**config.mk**
```make
export PLATFORM = sky130hd
export DESIGN_NAME = icache_nway
export DESIGN_NICKNAME = d
export VERILOG_FILES = /design/src/rtl/icache_nway.sv
export SDC_FILE = /design/constraint.sdc
export NUM_CORES = 1
export LEC_CHECK = 0
export ABC_AREA = 1
export CORE_UTILIZATION = 40
export DETAILED_ROUTE_END_ITERATION = 10
export SYNTH_ARGS = -nofsm -noshare
export SYNTH_HDL_FRONTEND = slang
export SYNTH_SLANG_ARGS = --single-unit
```
**constraint.sdc**
```tcl
create_clock -name clock -period 15.2 [get_ports clock]
set_clock_uncertainty 0.2 [all_clocks]
set_input_delay 3.04 -clock clock [delete_from_list [all_inputs] [get_ports clock]]
set_output_delay 3.04 -clock clock [all_outputs]
set_load 0.01 [all_outputs]
```
**src/rtl/icache_nway.sv**
```systemverilog
// icache_nway: parametrised set-associative instruction cache.
// Registered 1-cycle hit response, per-set true-LRU ages, single outstanding
// line refill over a valid/ready request channel, whole-cache flush (deferred
// while a refill is in flight) and saturating hit/miss counters.
module icache_nway #(
    parameter int ADDR_WIDTH = 20,
    parameter int LINE_WIDTH = 128,
    parameter int NUM_SETS   = 4,
    parameter int NUM_WAYS   = 2,
    parameter int CNT_WIDTH  = 16
) (
    input  logic                                        clock,
    input  logic                                        reset,
    input  logic                                        req_valid,
    output logic                                        req_ready,
    input  logic [ADDR_WIDTH-1:0]                       req_addr,
    output logic                                        rsp_valid,
    output logic [LINE_WIDTH-1:0]                       rsp_data,
    output logic                                        rsp_bus_error,
    input  logic                                        flush_req,
    output logic                                        flush_done,
    output logic                                        mem_req_valid,
    input  logic                                        mem_req_ready,
    output logic [ADDR_WIDTH-$clog2(LINE_WIDTH/8)-1:0]  mem_req_addr,
    input  logic                                        mem_rsp_valid,
    input  logic [LINE_WIDTH-1:0]                       mem_rsp_data,
    input  logic                                        mem_rsp_bus_error,
    output logic [CNT_WIDTH-1:0]                        hit_count,
    output logic [CNT_WIDTH-1:0]                        miss_count
);

    localparam int OFF     = $clog2(LINE_WIDTH / 8);
    localparam int IDX     = $clog2(NUM_SETS);
    localparam int TAG_W   = ADDR_WIDTH - OFF - IDX;
    localparam int LADDR_W = ADDR_WIDTH - OFF;
    localparam int WAY_W   = (NUM_WAYS > 1) ? $clog2(NUM_WAYS) : 1;
    localparam int AGE_W   = WAY_W;

    typedef enum logic [1:0] {
        ST_IDLE      = 2'd0,
        ST_MISS_REQ  = 2'd1,
        ST_MISS_WAIT = 2'd2
    } state_e;

    typedef logic [NUM_WAYS-1:0][AGE_W-1:0] ages_t;

    // ------------------------------------------------------------------
    // Helper functions
    // ------------------------------------------------------------------

    // Reset ordering: way w starts with age w (way 0 most recent).
    function automatic ages_t lru_init();
        ages_t res;
        for (int w = 0; w < NUM_WAYS; w++) begin
            res[w] = AGE_W'(w);
        end
        return res;
    endfunction

    // True-LRU touch: accessed way goes to age 0, younger ways age by one.
    function automatic ages_t lru_touch(input ages_t ages, input logic [WAY_W-1:0] way);
        ages_t               res;
        logic [AGE_W-1:0]    acc;
        acc = ages[way];
        for (int w = 0; w < NUM_WAYS; w++) begin
            if (w == int'(way)) begin
                res[w] = {AGE_W{1'b0}};
            end else if (ages[w] < acc) begin
                res[w] = ages[w] + AGE_W'(1);
            end else begin
                res[w] = ages[w];
            end
        end
        return res;
    endfunction

    // Victim: lowest-index invalid way, otherwise the oldest way.
    function automatic logic [WAY_W-1:0] pick_victim(input logic [NUM_WAYS-1:0] valid,
                                                     input ages_t ages);
        logic [WAY_W-1:0] inv_way;
        logic [WAY_W-1:0] old_way;
        logic             any_inv;
        inv_way = {WAY_W{1'b0}};
        old_way = {WAY_W{1'b0}};
        any_inv = 1'b0;
        for (int w = NUM_WAYS - 1; w >= 0; w--) begin
            if (!valid[w]) begin
                inv_way = WAY_W'(w);
                any_inv = 1'b1;
            end else begin
                inv_way = inv_way;
            end
            if (ages[w] == AGE_W'(NUM_WAYS - 1)) begin
                old_way = WAY_W'(w);
            end else begin
                old_way = old_way;
            end
        end
        return any_inv ? inv_way : old_way;
    endfunction

    // ------------------------------------------------------------------
    // Storage and control state
    // ------------------------------------------------------------------
    logic [LINE_WIDTH-1:0] data_r  [NUM_SETS][NUM_WAYS];
    logic [TAG_W-1:0]      tag_r   [NUM_SETS][NUM_WAYS];
    logic [NUM_WAYS-1:0]   valid_r [NUM_SETS];
    ages_t                 age_r   [NUM_SETS];

    state_e                state_r;
    state_e                state_next_s;
    logic                  flush_pending_r;
    logic [IDX-1:0]        miss_idx_r;
    logic [TAG_W-1:0]      miss_tag_r;
    logic [WAY_W-1:0]      victim_r;

    logic                  rsp_valid_r;
    logic [LINE_WIDTH-1:0] rsp_data_r;
    logic                  rsp_bus_error_r;
    logic                  flush_done_r;
    logic                  mem_req_valid_r;
    logic [LADDR_W-1:0]    mem_req_addr_r;
    logic [CNT_WIDTH-1:0]  hit_cnt_r;
    logic [CNT_WIDTH-1:0]  miss_cnt_r;

    logic [IDX-1:0]        req_idx_s;
    logic [TAG_W-1:0]      req_tag_s;
    logic                  hit_s;
    logic [WAY_W-1:0]      hit_way_s;
    logic [LINE_WIDTH-1:0] hit_data_s;
    logic                  req_ready_s;
    logic                  accept_s;
    logic                  fill_done_s;
    logic                  fill_ok_s;
    logic                  flush_now_s;
    logic                  unused_offset_s;

    assign req_idx_s       = req_addr[OFF+IDX-1:OFF];
    assign req_tag_s       = req_addr[ADDR_WIDTH-1:OFF+IDX];
    assign unused_offset_s = ^req_addr[OFF-1:0];

    assign req_ready_s = (state_r == ST_IDLE) && !flush_req && !flush_pending_r;
    assign accept_s    = req_valid && req_ready_s;
    assign fill_done_s = (state_r == ST_MISS_WAIT) && mem_rsp_valid;
    assign fill_ok_s   = fill_done_s && !mem_rsp_bus_error;
    // A flush lands either directly in IDLE or at the edge that leaves MISS_WAIT.
    assign flush_now_s = ((state_r == ST_IDLE) && flush_req) ||
                         (fill_done_s && (flush_pending_r || flush_req));

    // Tag compare of the addressed set against all ways.
    always_comb begin
        hit_s      = 1'b0;
        hit_way_s  = {WAY_W{1'b0}};
        hit_data_s = {LINE_WIDTH{1'b0}};
        for (int w = 0; w < NUM_WAYS; w++) begin
            if (valid_r[req_idx_s][w] && (tag_r[req_idx_s][w] == req_tag_s)) begin
                hit_s      = 1'b1;
                hit_way_s  = WAY_W'(w);
                hit_data_s = data_r[req_idx_s][w];
            end else begin
                hit_s      = hit_s;
            end
        end
    end

    // FSM state register.
    always_ff @(posedge clock or negedge reset) begin
        if (!reset) begin
            state_r <= ST_IDLE;
        end else begin
            state_r <= state_next_s;
        end
    end

    // FSM next-state logic.
    always_comb begin
        state_next_s = state_r;
        case (state_r)
            ST_IDLE: begin
                if (accept_s && !hit_s) begin
                    state_next_s = ST_MISS_REQ;
                end else begin
                    state_next_s = ST_IDLE;
                end
            end
            ST_MISS_REQ: begin
                if (mem_req_ready) begin
                    state_next_s = ST_MISS_WAIT;
                end else begin
                    state_next_s = ST_MISS_REQ;
                end
            end
            ST_MISS_WAIT: begin
                if (mem_rsp_valid) begin
                    state_next_s = ST_IDLE;
                end else begin
                    state_next_s = ST_MISS_WAIT;
                end
            end
            default: begin
                state_next_s = ST_IDLE;
            end
        endcase
    end

    // Miss context: set index, tag and chosen victim way.
    always_ff @(posedge clock or negedge reset) begin
        if (!reset) begin
            miss_idx_r <= {IDX{1'b0}};
            miss_tag_r <= {TAG_W{1'b0}};
            victim_r   <= {WAY_W{1'b0}};
        end else if (accept_s && !hit_s) begin
            miss_idx_r <= req_idx_s;
            miss_tag_r <= req_tag_s;
            victim_r   <= pick_victim(valid_r[req_idx_s], age_r[req_idx_s]);
        end
    end

    // Valid bits and LRU ages; flush clears valid after any same-edge fill.
    always_ff @(posedge clock or negedge reset) begin
        if (!reset) begin
            for (int s = 0; s < NUM_SETS; s++) begin
                valid_r[s] <= {NUM_WAYS{1'b0}};
                age_r[s]   <= lru_init();
            end
        end else begin
            if (accept_s && hit_s) begin
                age_r[req_idx_s] <= lru_touch(age_r[req_idx_s], hit_way_s);
            end else if (fill_ok_s) begin
                age_r[miss_idx_r] <= lru_touch(age_r[miss_idx_r], victim_r);
            end
            if (flush_now_s) begin
                for (int s = 0; s < NUM_SETS; s++) begin
                    valid_r[s] <= {NUM_WAYS{1'b0}};
                end
            end else if (fill_ok_s) begin
                valid_r[miss_idx_r][victim_r] <= 1'b1;
            end
        end
    end

    // Line data and tags, written only by a successful refill.
    always_ff @(posedge clock) begin
        if (fill_ok_s) begin
            data_r[miss_idx_r][victim_r] <= mem_rsp_data;
            tag_r[miss_idx_r][victim_r]  <= miss_tag_r;
        end
    end

    // Fetch response: hit data from the arrays or the refill beat.
    always_ff @(posedge clock or negedge reset) begin
        if (!reset) begin
            rsp_valid_r     <= 1'b0;
            rsp_data_r      <= {LINE_WIDTH{1'b0}};
            rsp_bus_error_r <= 1'b0;
        end else if (accept_s && hit_s) begin
            rsp_valid_r     <= 1'b1;
            rsp_data_r      <= hit_data_s;
            rsp_bus_error_r <= 1'b0;
        end else if (fill_done_s) begin
            rsp_valid_r     <= 1'b1;
            rsp_data_r      <= mem_rsp_data;
            rsp_bus_error_r <= mem_rsp_bus_error;
        end else begin
            rsp_valid_r     <= 1'b0;
        end
    end

    // Refill request channel; address held until the handshake.
    always_ff @(posedge clock or negedge reset) begin
        if (!reset) begin
            mem_req_valid_r <= 1'b0;
            mem_req_addr_r  <= {LADDR_W{1'b0}};
        end else if (accept_s && !hit_s) begin
            mem_req_valid_r <= 1'b1;
            mem_req_addr_r  <= req_addr[ADDR_WIDTH-1:OFF];
        end else if (mem_req_valid_r && mem_req_ready) begin
            mem_req_valid_r <= 1'b0;
        end
    end

    // Flush bookkeeping: remember flushes seen mid-refill, pulse done when applied.
    always_ff @(posedge clock or negedge reset) begin
        if (!reset) begin
            flush_pending_r <= 1'b0;
            flush_done_r    <= 1'b0;
        end else begin
            flush_done_r <= flush_now_s;
            if (fill_done_s) begin
                flush_pending_r <= 1'b0;
            end else if ((state_r != ST_IDLE) && flush_req) begin
                flush_pending_r <= 1'b1;
            end
        end
    end

    // Saturating hit/miss counters for accepted requests.
    always_ff @(posedge clock or negedge reset) begin
        if (!reset) begin
            hit_cnt_r  <= {CNT_WIDTH{1'b0}};
            miss_cnt_r <= {CNT_WIDTH{1'b0}};
        end else if (accept_s) begin
            if (hit_s && (hit_cnt_r != {CNT_WIDTH{1'b1}})) begin
                hit_cnt_r <= hit_cnt_r + CNT_WIDTH'(1);
            end else if (!hit_s && (miss_cnt_r != {CNT_WIDTH{1'b1}})) begin
                miss_cnt_r <= miss_cnt_r + CNT_WIDTH'(1);
            end
        end
    end

    assign req_ready     = req_ready_s;
    assign rsp_valid     = rsp_valid_r;
    assign rsp_data      = rsp_data_r;
    assign rsp_bus_error = rsp_bus_error_r;
    assign flush_done    = flush_done_r;
    assign mem_req_valid = mem_req_valid_r;
    assign mem_req_addr  = mem_req_addr_r;
    assign hit_count     = hit_cnt_r;
    assign miss_count    = miss_cnt_r;

endmodule

```
==> flow_summary.json <==
{
  "hold_class": "reg -> reg",
  "cts_tree": "built",
  "root_buffer": "clkbuf_16",
  "io_pins": 336,
  "die_area_um2": 130000,
  "core-area_um2": 128000,
  "slew-limit-headroom": 0.225,
  "syn_area_um2": 51600,
  "crit_type": "in -> reg",
  "rsz0062_at_grt": "false",
  "die_y_um": 361,
  "power.total_uw": 9140,
  "fin_area_um2": 61300,
  "io_buffers": 331,
  "hold_viol": 0,
  "ys.flop_type": "edfxtp_1",
  "fill_cells": 11100,
  "slew_viol_final": 0,
  "clkTransAtPathRegs_ps": 60,
  "slowest_delay_ps": 760,
  "dr.first_iter.drc_count": 2781,
  "wl_per_cell_um": 23.1,
  "drv_cap": 0,
  "outcome": "complete, no violations",
  "wl_um": 136000,
  "grt_max_degree": 130,
  "yosys-top-cells-count": "1136 x edfxtp_1, 934 x nand2_1, 458 x nand3_1",
  "synth.net_count": 3948,
  "synth_area_leaders": "edfxtp_1 66%, dfrtp_1 9.5%, nand2_1 6.8%",
  "synthArstFlopShare": 0.150,
  "switching_share": 0.251,
  "grt_pass1_vias": 31900,
  "cts_setup_buffers": 0,
  "cp_slowest_cell": "inv_2",
  "cp-start-kind": "primary input",
  "internal-power_uw": 6840,
  "avgSynthCellArea_um2": 13.6,
  "grt_pass1_wl_um": 204000,
  "dp_hpwl_um": 68100,
  "stdcell_count": 5883,
  "synth_seq_cells": 1336,
  "clk_latency_ps": 780,
  "worstPathRequired_ps": 15700,
  "cp_max_fo": 101,
  "drive_above_1_share": 0.0796,
  "grt-ovfl-total": 0,
  "syn2layout_area_growth_pct": 18.8,
  "die_x_um": 361,
  "p_per_area_nw_per_um2": 149,
  "cp.arrival_ps": 9170,
  "p_comb_frac": 0.133,
  "syn_inst": 3791,
  "gp_congestion": 0.815,
  "rows": 131,
  "seq_area_frac_synth": 0.758,
  "switchingPower_uw": 2300,
  "numCtsBuffers": 143,
  "cp.buffers_inverters": 6,
  "routed_via_density": 5.52,
  "synth_edf_count": 1136,
  "yosys.cell_types.count": 39,
  "tightest_slew_ps": 1160,
  "drt_pass1_iterations": 6,
  "p_leak_uw": 0.0216,
  "cts_hold_buf": 0,
  "antenna_found_initial": 15,
  "yosys_warnings": 0,
  "worstPathCellList": "clkdlybuf4s50_1 > buf_4 > inv_2 > nor2_4 > buf_4 > a21oi_1 > nand2_1 > nand2_1 > nor2_1 > nand2_1 > nor2_1 > nand2_8 > nand2_4 > nand2_8 > inv_2 > buf_4 > nand3_1 > nand3_1",
  "grt_util_all_layers": 0.208,
  "setup_tns_ps": 0,
  "setup_viol": 0,
  "layout.nets": 4249,
  "clock.fmax_mhz": 115,
  "dp.cells": 5609,
  "ant_nets": 0,
  "fin_crit_ps": 8670,
  "synth_top_area_share": 0.661,
  "setup.worst_path.end_class": "flip-flop",
  "period_share": 0.570,
  "h-tree-depth": 4,
  "num_vias": 32500,
  "clock-sinks": 1336,
  "p_seq_frac": 0.488,
  "post-route-util": 0.480,
  "ir_drop_v": 0.000103,
  "critPathTopFamily": "buffers and inverters",
  "cts_resized": 0,
  "drc_errors": 0,
  "yosysTopAreaCell": "edfxtp_1",
  "synth.most_common_cell": "edfxtp_1",
  "power.share.clock": 0.379,
  "dpl_cell_area_um2": 56600,
  "start_util": 0.404,
  "clock_path_buffers": 3
}
[power by group through the flow]
stage / Sequential (uW) / Combinational (uW) / Clock (uW)
6_report: 4460 / 1210 / 3470
5_1_grt: 4490 / 1320 / 3670
4_1_cts: 4460 / 1230 / 3530
3_5_place_dp: 4530 / 1220 / 0
3_3_place_gp: 4530 / 1210 / 0
2_1_floorplan: 4560 / 464 / 0
[worst register-to-register path: cells and delay by family, from the launching register on]
| kind | cells | cell delay (ps) |
|---|---|---|
| buffers and inverters | 4 | 1900 |
| flip-flops | 1 | 370 |
| AND/OR/NAND/NOR | 4 | 1960 |
[layer usage]
layer	wire length [um]	GRT usage
met4	3550	0.0712
met5	80	0
met2	63900	0.327
met3	8790	0.0416
met1	59700	0.287
[per-stage QoR]
step	hold slack, ps	setup WS (ps)
floorplan	267	4790
global placement	268	5700
detailed placement	279	5720
CTS	295	6560
global route	325	6180
finish	296	6530
[path summary, 6_finish.rpt]
| path | startpoint | to | slack (ps) | depth (start not counted) |
|---|---|---|---|---|
| worst max-delay path | req_addr[5] | rsp_data[53]$_DFFE_PN0P_ | 6530 | 18 |
| worst min-delay path | mem_req_valid$_DFFE_PN0P_ | mem_req_valid$_DFFE_PN0P_ | 300 | 2 |
| worst max register to register | state_r[0]$_DFF_PN0_ | data_r[3][112]$_DFFE_PP_ | 10330 | 8 |
| worst min register to register | mem_req_valid$_DFFE_PN0P_ | mem_req_valid$_DFFE_PN0P_ | 300 | 2 |
| max in group asynchronous | reset | rsp_data[57]$_DFFE_PN0P_ | 11300 | 2 |
| min in group asynchronous | reset | rsp_data[33]$_DFFE_PN0P_ | 2070 | 1 |
[logic make-up (layout without fill, tap and decap cells)]
family                   Yosys count  after routing  synth area share
XOR/XNOR                          27             27           0.00458
flip-flops                      1336           1336             0.758
AND/OR/NAND/NOR                 1562           1562             0.129
AO/OA/AOI/OAI                    573            573            0.0838
other                              0             10                 0
buffers and inverters            291            711            0.0239
adder cells (fa/ha/maj)            2              2          0.000485
[flip-flops by register name, indices dropped and copies added, names as in the netlist, 2 cells and up]
| signal | flops |
|---|---|
| data_r | 1024 |
| rsp_data | 128 |
| tag_r | 112 |
| hit_count | 16 |
| miss_count | 16 |
| miss_tag_r | 14 |
| age_r | 8 |
| valid_r | 8 |
| state_r | 2 |
[layout make-up]
type                            count  area, um2  area share
Multi-Input combinational cell   2164      11400       0.185
Tap cell                         1662       2080      0.0339
Antenna cell                       10       25.0    0.000408
Sequential cell                  1336      39100       0.638
Clock inverter                     78        767      0.0125
Timing Repair Buffer              378       3720      0.0606
Inverter                           69        288     0.00469
Clock buffer                      186       3960      0.0646
[cell usage in the layout, fill, tap and decap left out, drive strengths merged]
master         synthesis  layout
inv                   68      77
or2                    1       1
xor2                  13      13
xnor2                 14      14
a21oi                  6       6
ha                     2       2
clkbuf               139     186
diode                  0      10
nand4                 69      69
o21bai                 1       1
dfrtp                196     196
edfxtp              1136    1136
nand3b                 1       1
a221oi                66      66
nand3                459     459
buf                   83      49
or4                    1       1
nand2                939     939
clkinv                 1      58
o21ba                  4       4
dfstp                  4       4
o211ai                66      66
bufinv                 0      10
o22ai                  8       8
clkdlybuf4s50          0     329
o21ai                104     104
nor2                  80      80
a22oi                252     252
clkinvlp               0       2
a22o                  66      66
nor3                  12      12
Power figures use the tool's default switching activity.
